## src/rtl/comparator_operand_seq_if.sv

```systemverilog
`default_nettype none
// +------------------------------------------------------------------+
// | comparator_operand_seq_if                                        |
// | Operand A/B bus toward the comparator with valid/ready handshake.|
// | Revision: 1.0                                                    |
// +------------------------------------------------------------------+
interface comparator_operand_seq_if #(
  parameter int WIDTH = 3
);
  logic [WIDTH-1:0] A;
  logic [WIDTH-1:0] B;
  logic             valid;
  logic             ready;

  modport master (output A, B, valid, input ready);
  modport slave  (input A, B, valid, output ready);
endinterface
`default_nettype wire

```

## src/rtl/comparator_operand_seq.sv

```systemverilog
`default_nettype none
// +------------------------------------------------------------------+
// | comparator_operand_seq                                           |
// | Operand source for the magnitude comparator: manual switch       |
// | capture or full (A,B) sweep. Optional macro CMP_SEQ_ABORT_EN     |
// | adds an abort input.                                             |
// | Revision: 1.0                                                    |
// +------------------------------------------------------------------+
module comparator_operand_seq #(
  parameter int WIDTH = 3,
  parameter int GAP   = 4
) (
  input  wire logic               clk,
  input  wire logic               rst_n,
  input  wire logic [WIDTH-1:0]   SW_A,
  input  wire logic [WIDTH-1:0]   SW_B,
  input  wire logic               load,
  input  wire logic               auto,
  input  wire logic               start,
`ifdef CMP_SEQ_ABORT_EN
  input  wire logic               abort,
`endif
  comparator_operand_seq_if.master bus,
  output logic                    done,
  output logic [2*WIDTH:0]        count
);

  typedef enum logic [2:0] {
    IDLE      = 3'd0,
    PRESENT_M = 3'd1,
    PRESENT_S = 3'd2,
    GAP_WAIT  = 3'd3,
    DONE      = 3'd4
  } state_t;

  localparam int GAP_W = (GAP > 1) ? $clog2(GAP) : 1;
  localparam logic [GAP_W-1:0] GAP_LAST = GAP_W'((GAP > 0) ? GAP - 1 : 0);

  state_t             state;
  logic [GAP_W-1:0]   gap_cnt;
  logic [2*WIDTH-1:0] pair_next;
  logic               last_pair;
  logic               go_sweep;
  logic               abort_req;

  // B is the low half, so a plain increment wraps B into A.
  assign pair_next = {bus.A, bus.B} + (2*WIDTH)'(1);
  assign last_pair = &{bus.A, bus.B};
  assign go_sweep  = start & auto;

`ifdef CMP_SEQ_ABORT_EN
  assign abort_req = abort;
`else
  assign abort_req = 1'b0;
`endif

  always_ff @(posedge clk or negedge rst_n) begin
    if (!rst_n) begin
      state     <= IDLE;
      bus.A     <= '0;
      bus.B     <= '0;
      bus.valid <= 1'b0;
      done      <= 1'b0;
      count     <= '0;
      gap_cnt   <= '0;
    end else if (abort_req && (state != IDLE)) begin
      state     <= IDLE;
      bus.valid <= 1'b0;
      done      <= 1'b0;
    end else begin
      case (state)
        IDLE, DONE: begin
          if (go_sweep) begin
            bus.A     <= '0;
            bus.B     <= '0;
            count     <= '0;
            done      <= 1'b0;
            bus.valid <= 1'b1;
            state     <= PRESENT_S;
          end else if (load) begin
            bus.A     <= SW_A;
            bus.B     <= SW_B;
            count     <= '0;
            done      <= 1'b0;
            bus.valid <= 1'b1;
            state     <= PRESENT_M;
          end
        end
        PRESENT_M: begin
          if (bus.ready) begin
            bus.valid <= 1'b0;
            count     <= count + (2*WIDTH+1)'(1);
            state     <= IDLE;
          end
        end
        PRESENT_S: begin
          if (bus.ready) begin
            count <= count + (2*WIDTH+1)'(1);
            if (last_pair) begin
              bus.valid <= 1'b0;
              done      <= 1'b1;
              state     <= DONE;
            end else if (GAP > 0) begin
              bus.valid <= 1'b0;
              gap_cnt   <= '0;
              state     <= GAP_WAIT;
            end else begin
              // Zero gap: next pair follows with valid held high.
              {bus.A, bus.B} <= pair_next;
            end
          end
        end
        GAP_WAIT: begin
          if (gap_cnt == GAP_LAST) begin
            {bus.A, bus.B} <= pair_next;
            bus.valid      <= 1'b1;
            state          <= PRESENT_S;
          end else begin
            gap_cnt <= gap_cnt + GAP_W'(1);
          end
        end
        default: state <= IDLE;
      endcase
    end
  end

endmodule
`default_nettype wire

```

## src/flat_wrapper.sv

```systemverilog
// flat-port wrapper written by rule: the top's interface ports become plain ports
module comparator_operand_seq_flat 
#(
  parameter int WIDTH = 3,
  parameter int GAP   = 4
)
  (clk, rst_n, SW_A, SW_B, load, auto, start, done, count, bus_A, bus_B, bus_valid, bus_ready);
  comparator_operand_seq_if #(.WIDTH(WIDTH)) bus_i ();
  input  wire logic clk;
  input  wire logic rst_n;
  input  wire logic [WIDTH-1:0] SW_A;
  input  wire logic [WIDTH-1:0] SW_B;
  input  wire logic load;
  input  wire logic auto;
  input  wire logic start;
  output logic done;
  output logic [2*WIDTH:0] count;
  output wire logic [$bits(bus_i.A)-1:0] bus_A;
  output wire logic [$bits(bus_i.B)-1:0] bus_B;
  output wire logic [$bits(bus_i.valid)-1:0] bus_valid;
  input wire logic [$bits(bus_i.ready)-1:0] bus_ready;
  assign bus_A = bus_i.A;
  assign bus_B = bus_i.B;
  assign bus_valid = bus_i.valid;
  assign bus_i.ready = bus_ready;
  comparator_operand_seq #(.WIDTH(WIDTH), .GAP(GAP)) u_core (.clk(clk), .rst_n(rst_n), .SW_A(SW_A), .SW_B(SW_B), .load(load), .auto(auto), .start(start), .bus(bus_i), .done(done), .count(count));
endmodule
```

## config.mk

```make
export PLATFORM = sky130hd
export DESIGN_NAME = comparator_operand_seq_flat
export DESIGN_NICKNAME = d
export VERILOG_FILES = /design/src/rtl/comparator_operand_seq_if.sv /design/src/rtl/comparator_operand_seq.sv /design/src/flat_wrapper.sv
export SDC_FILE = /design/constraint.sdc
export NUM_CORES = 1
export LEC_CHECK = 0
export ABC_CLOCK_PERIOD_IN_PS = 1670
export BUFFER_PORTS_ARGS = -buffer_cell sky130_fd_sc_hd__buf_2
export CAP_MARGIN = 5
export CORE_ASPECT_RATIO = 1.4
export CORE_MARGIN = 10
export CORE_UTILIZATION = 48
export DETAILED_ROUTE_END_ITERATION = 6
export GPL_TIMING_DRIVEN = 0
export PLACE_DENSITY_LB_ADDON = 0.08
export SLEW_MARGIN = 10
export SYNTH_ARGS = -nofsm -noshare
export SYNTH_HDL_FRONTEND = slang
export SYNTH_SLANG_ARGS = --single-unit
export TNS_END_PERCENT = 30
```

## constraint.sdc

```tcl
create_clock -name clk -period 1.67 [get_ports clk]
set_input_delay 0.2505 -clock clk [delete_from_list [all_inputs] [get_ports clk]]
set_output_delay 0.2505 -clock clk [all_outputs]
set_load 0.01 [all_outputs]
```

==> results.yml <==
timing:
  hold_slack_ns: 0.174
  tns_ns: 0
  clock.fmax_ghz: 0.627
  max_slew_margin: 0.681
  post-route-min-period_ns: 1.59
  setup_viol: 0
  finalMaxSlewViolations: 0
  tightest_slew_ns: 0.478
  finalHoldViolations: 0
  fin_crit_sh: 0.955
  rsz0062_at_grt: "no"
  fin_skew_ns: 0.0164
routing:
  vias: 1118
  ant_nets: 0
  vias_per_cell: 5.70
  drc: 0
  wl_per_cell_um: 15.0
  drt_iter0_drc: 39
  dr.pass1.iters: 4
  wirelength_um: 2950
yosys:
  avgSynthCellArea_um2: 9.96
  syn_area_um2: 1260
  yosysTopAreaCellShare: 0.396
  synthFlopType: "dfrtp_1"
  ys_top_cells_by_count: "dfrtp_1 (20), nand2_1 (10), nor2_1 (10)"
  synthTopCellsByArea: "dfrtp_1 (40%), a31oi_1 (3.5%), a21oi_1 (3.2%)"
  synthArstFlopShare: 1.00
  yosysTopAreaCell: "dfrtp_1"
  ys_warn_count: 0
  synth_nets: 142
  syn_inst: 127
  synth-edff-count: 0
  synth_most_common_cell: "dfrtp_1"
  synth_cell_types: 48
  synth_seq_area_share: 0.396
  ys_ff_latch: 20
placement:
  gp_congestion: 0.831
  hpwl_um: 2280
  io_buffers: 26
critical_path:
  rr_endpoint: "u_core.bus.valid"
  crit_type: "flop to flop"
  rr_startpoint: "u_core.state[0]"
  crit_fanout: 10
  setup.worst_path.start: "u_core.state[0]"
  ff2ff_path_depth: 5
  arrival_ns: 1.80
  cp-end-kind: "flop"
  reg2reg_slack_ns: 0.08
  crit_end: "u_core.bus.valid"
  cp-start-kind: "flop"
  cp.required_ns: 1.87
die:
  initial_core_util: 0.489
  io_pins: 27
  die_h_um: 80.7
  rows: 22
  fp.dieW_um: 63.4
  dieArea_um2: 5120
  core_area_um2: 2590
power_and_ir_drop:
  total_power_mw: 2.70
  power-per-cell-area_nw_per_um2: 1770
  p_leak_nw: 0.716
  irDropWorstVdd_v: 0.000886
grt:
  antenna_found_initial: 0
  grt_usage: 0.118
  grt_max_degree: 21
  grt_overflow_total: 0
  grt_pass1_wl_um: 5090
  grt_pass1_vias: 1119
run_status:
  status: "complete, no violations"
cts:
  cts_buffers: 3
  h-tree-depth: 1
  cts_buffer_depth: 2
  insertion_delay_ns: 0.31
  tritoncts: "built"
  clockRootBuffer: "clkbuf_4"
  clk_pin_slew_ns: 0.13
  cts_sinks: 20
finish:
  n_antenna_cell: 0
  drive_above_1_share: 0.325
  syn_to_final_growth_pct: 20.9
  nNetsFinal: 176
hold_path:
  min_path_type: "input pin to flop"
job:
  max_cap_violations: 0
power by group:
group	internal, mW	leakage (nW)	switching [mW]
Combinational	0.657	0.438	0.766
Sequential	0.674	0.250	0.206
Clock	0.243	0.0279	0.158
Total	1.57	0.716	1.13
state kept, by name, summed over array words and instances (netlist names):
name and cells:
u_core.bus.A 3, u_core.done 1, u_core.count 7, u_core.gap_cnt 2, u_core.state 3, u_core.bus.valid 1
u_core.bus.B 3
critical path, stage by stage (launching register included):
cell      delay (ns)
dfrtp_2         0.49
buf_6           0.17
a2111o_1        0.41
o311ai_2        0.16
a21oi_1         0.08
o21a_1          0.18
kinds of logic after synthesis:
group / synth area share
flops: 0.396
compound gates: 0.282
mux: 0.0168
buf+inv: 0.0435
xor+xnor: 0.0129
simple gates: 0.212
fa+ha+maj: 0.0376
how the worst min path moves through the flow:
stage,startpoint,end,slack (ns),cells past startpoint
floorplan,rst_n,u_core.bus.A[0],-0.05,0
global placement,rst_n,u_core.count[5],0.23,1
detailed placement,rst_n,u_core.count[5],0.23,1
CTS,SW_B[0],u_core.bus.B[0],0.17,3
global route,SW_B[0],u_core.bus.B[0],0.18,3
finish,SW_B[0],u_core.bus.B[0],0.17,3
cell type report:
class	instances	area, µm²
flip-flops and latches	20	502
clock buffers	3	22.5
multi-input cells	99	719
clock inverters	1	30.0
inverters	3	11.3
well taps	36	45.0
fillers	249	1060
plain buffers	5	43.8
repair buffers	29	155
layout by cell type (no fill, tap or decap), drive strengths merged, types with 4 or more instances in the layout:
cell type,synthesis,layout
buf,5,33
dfrtp,20,20
nand2,10,10
nor2,10,10
o21ai,9,9
a21oi,9,9
nand3,8,8
a31oi,7,7
or3,4,4
per-layer routing:
metal | GRT usage | up-vias | part of all wire | routed length (µm)
li1 | - | 559 | - | -
met4 | 0.0395 | 0 | 0.012 | 34
met3 | 0.0344 | 4 | 0.064 | 188
met5 | 0 | - | 0 | 0
met1 | 0.130 | 523 | 0.41 | 1200
met2 | 0.213 | 32 | 0.52 | 1520
through the flow:
step	util	cell area [µm²]	setup slack, ns	std cells
6_report	0.591	1530	0.0753	196
5_1_grt	0.591	1530	0.00782	196
4_1_cts	0.584	1510	0.0161	195
3_5_place_dp	0.557	1440	0.00749	189
3_3_place_gp	0.557	1440	0.0257	189
2_1_floorplan	-	1260	0.122	127
what timing repair did:
item	4_1_cts	5_1_grt
resized for setup	0	5
buffers inserted	1	1
setup endpoints to repair	1	8
hold endpoints to repair	20	0
hold buffers	1	0
No activity file was read; power rests on OpenSTA's default activity.
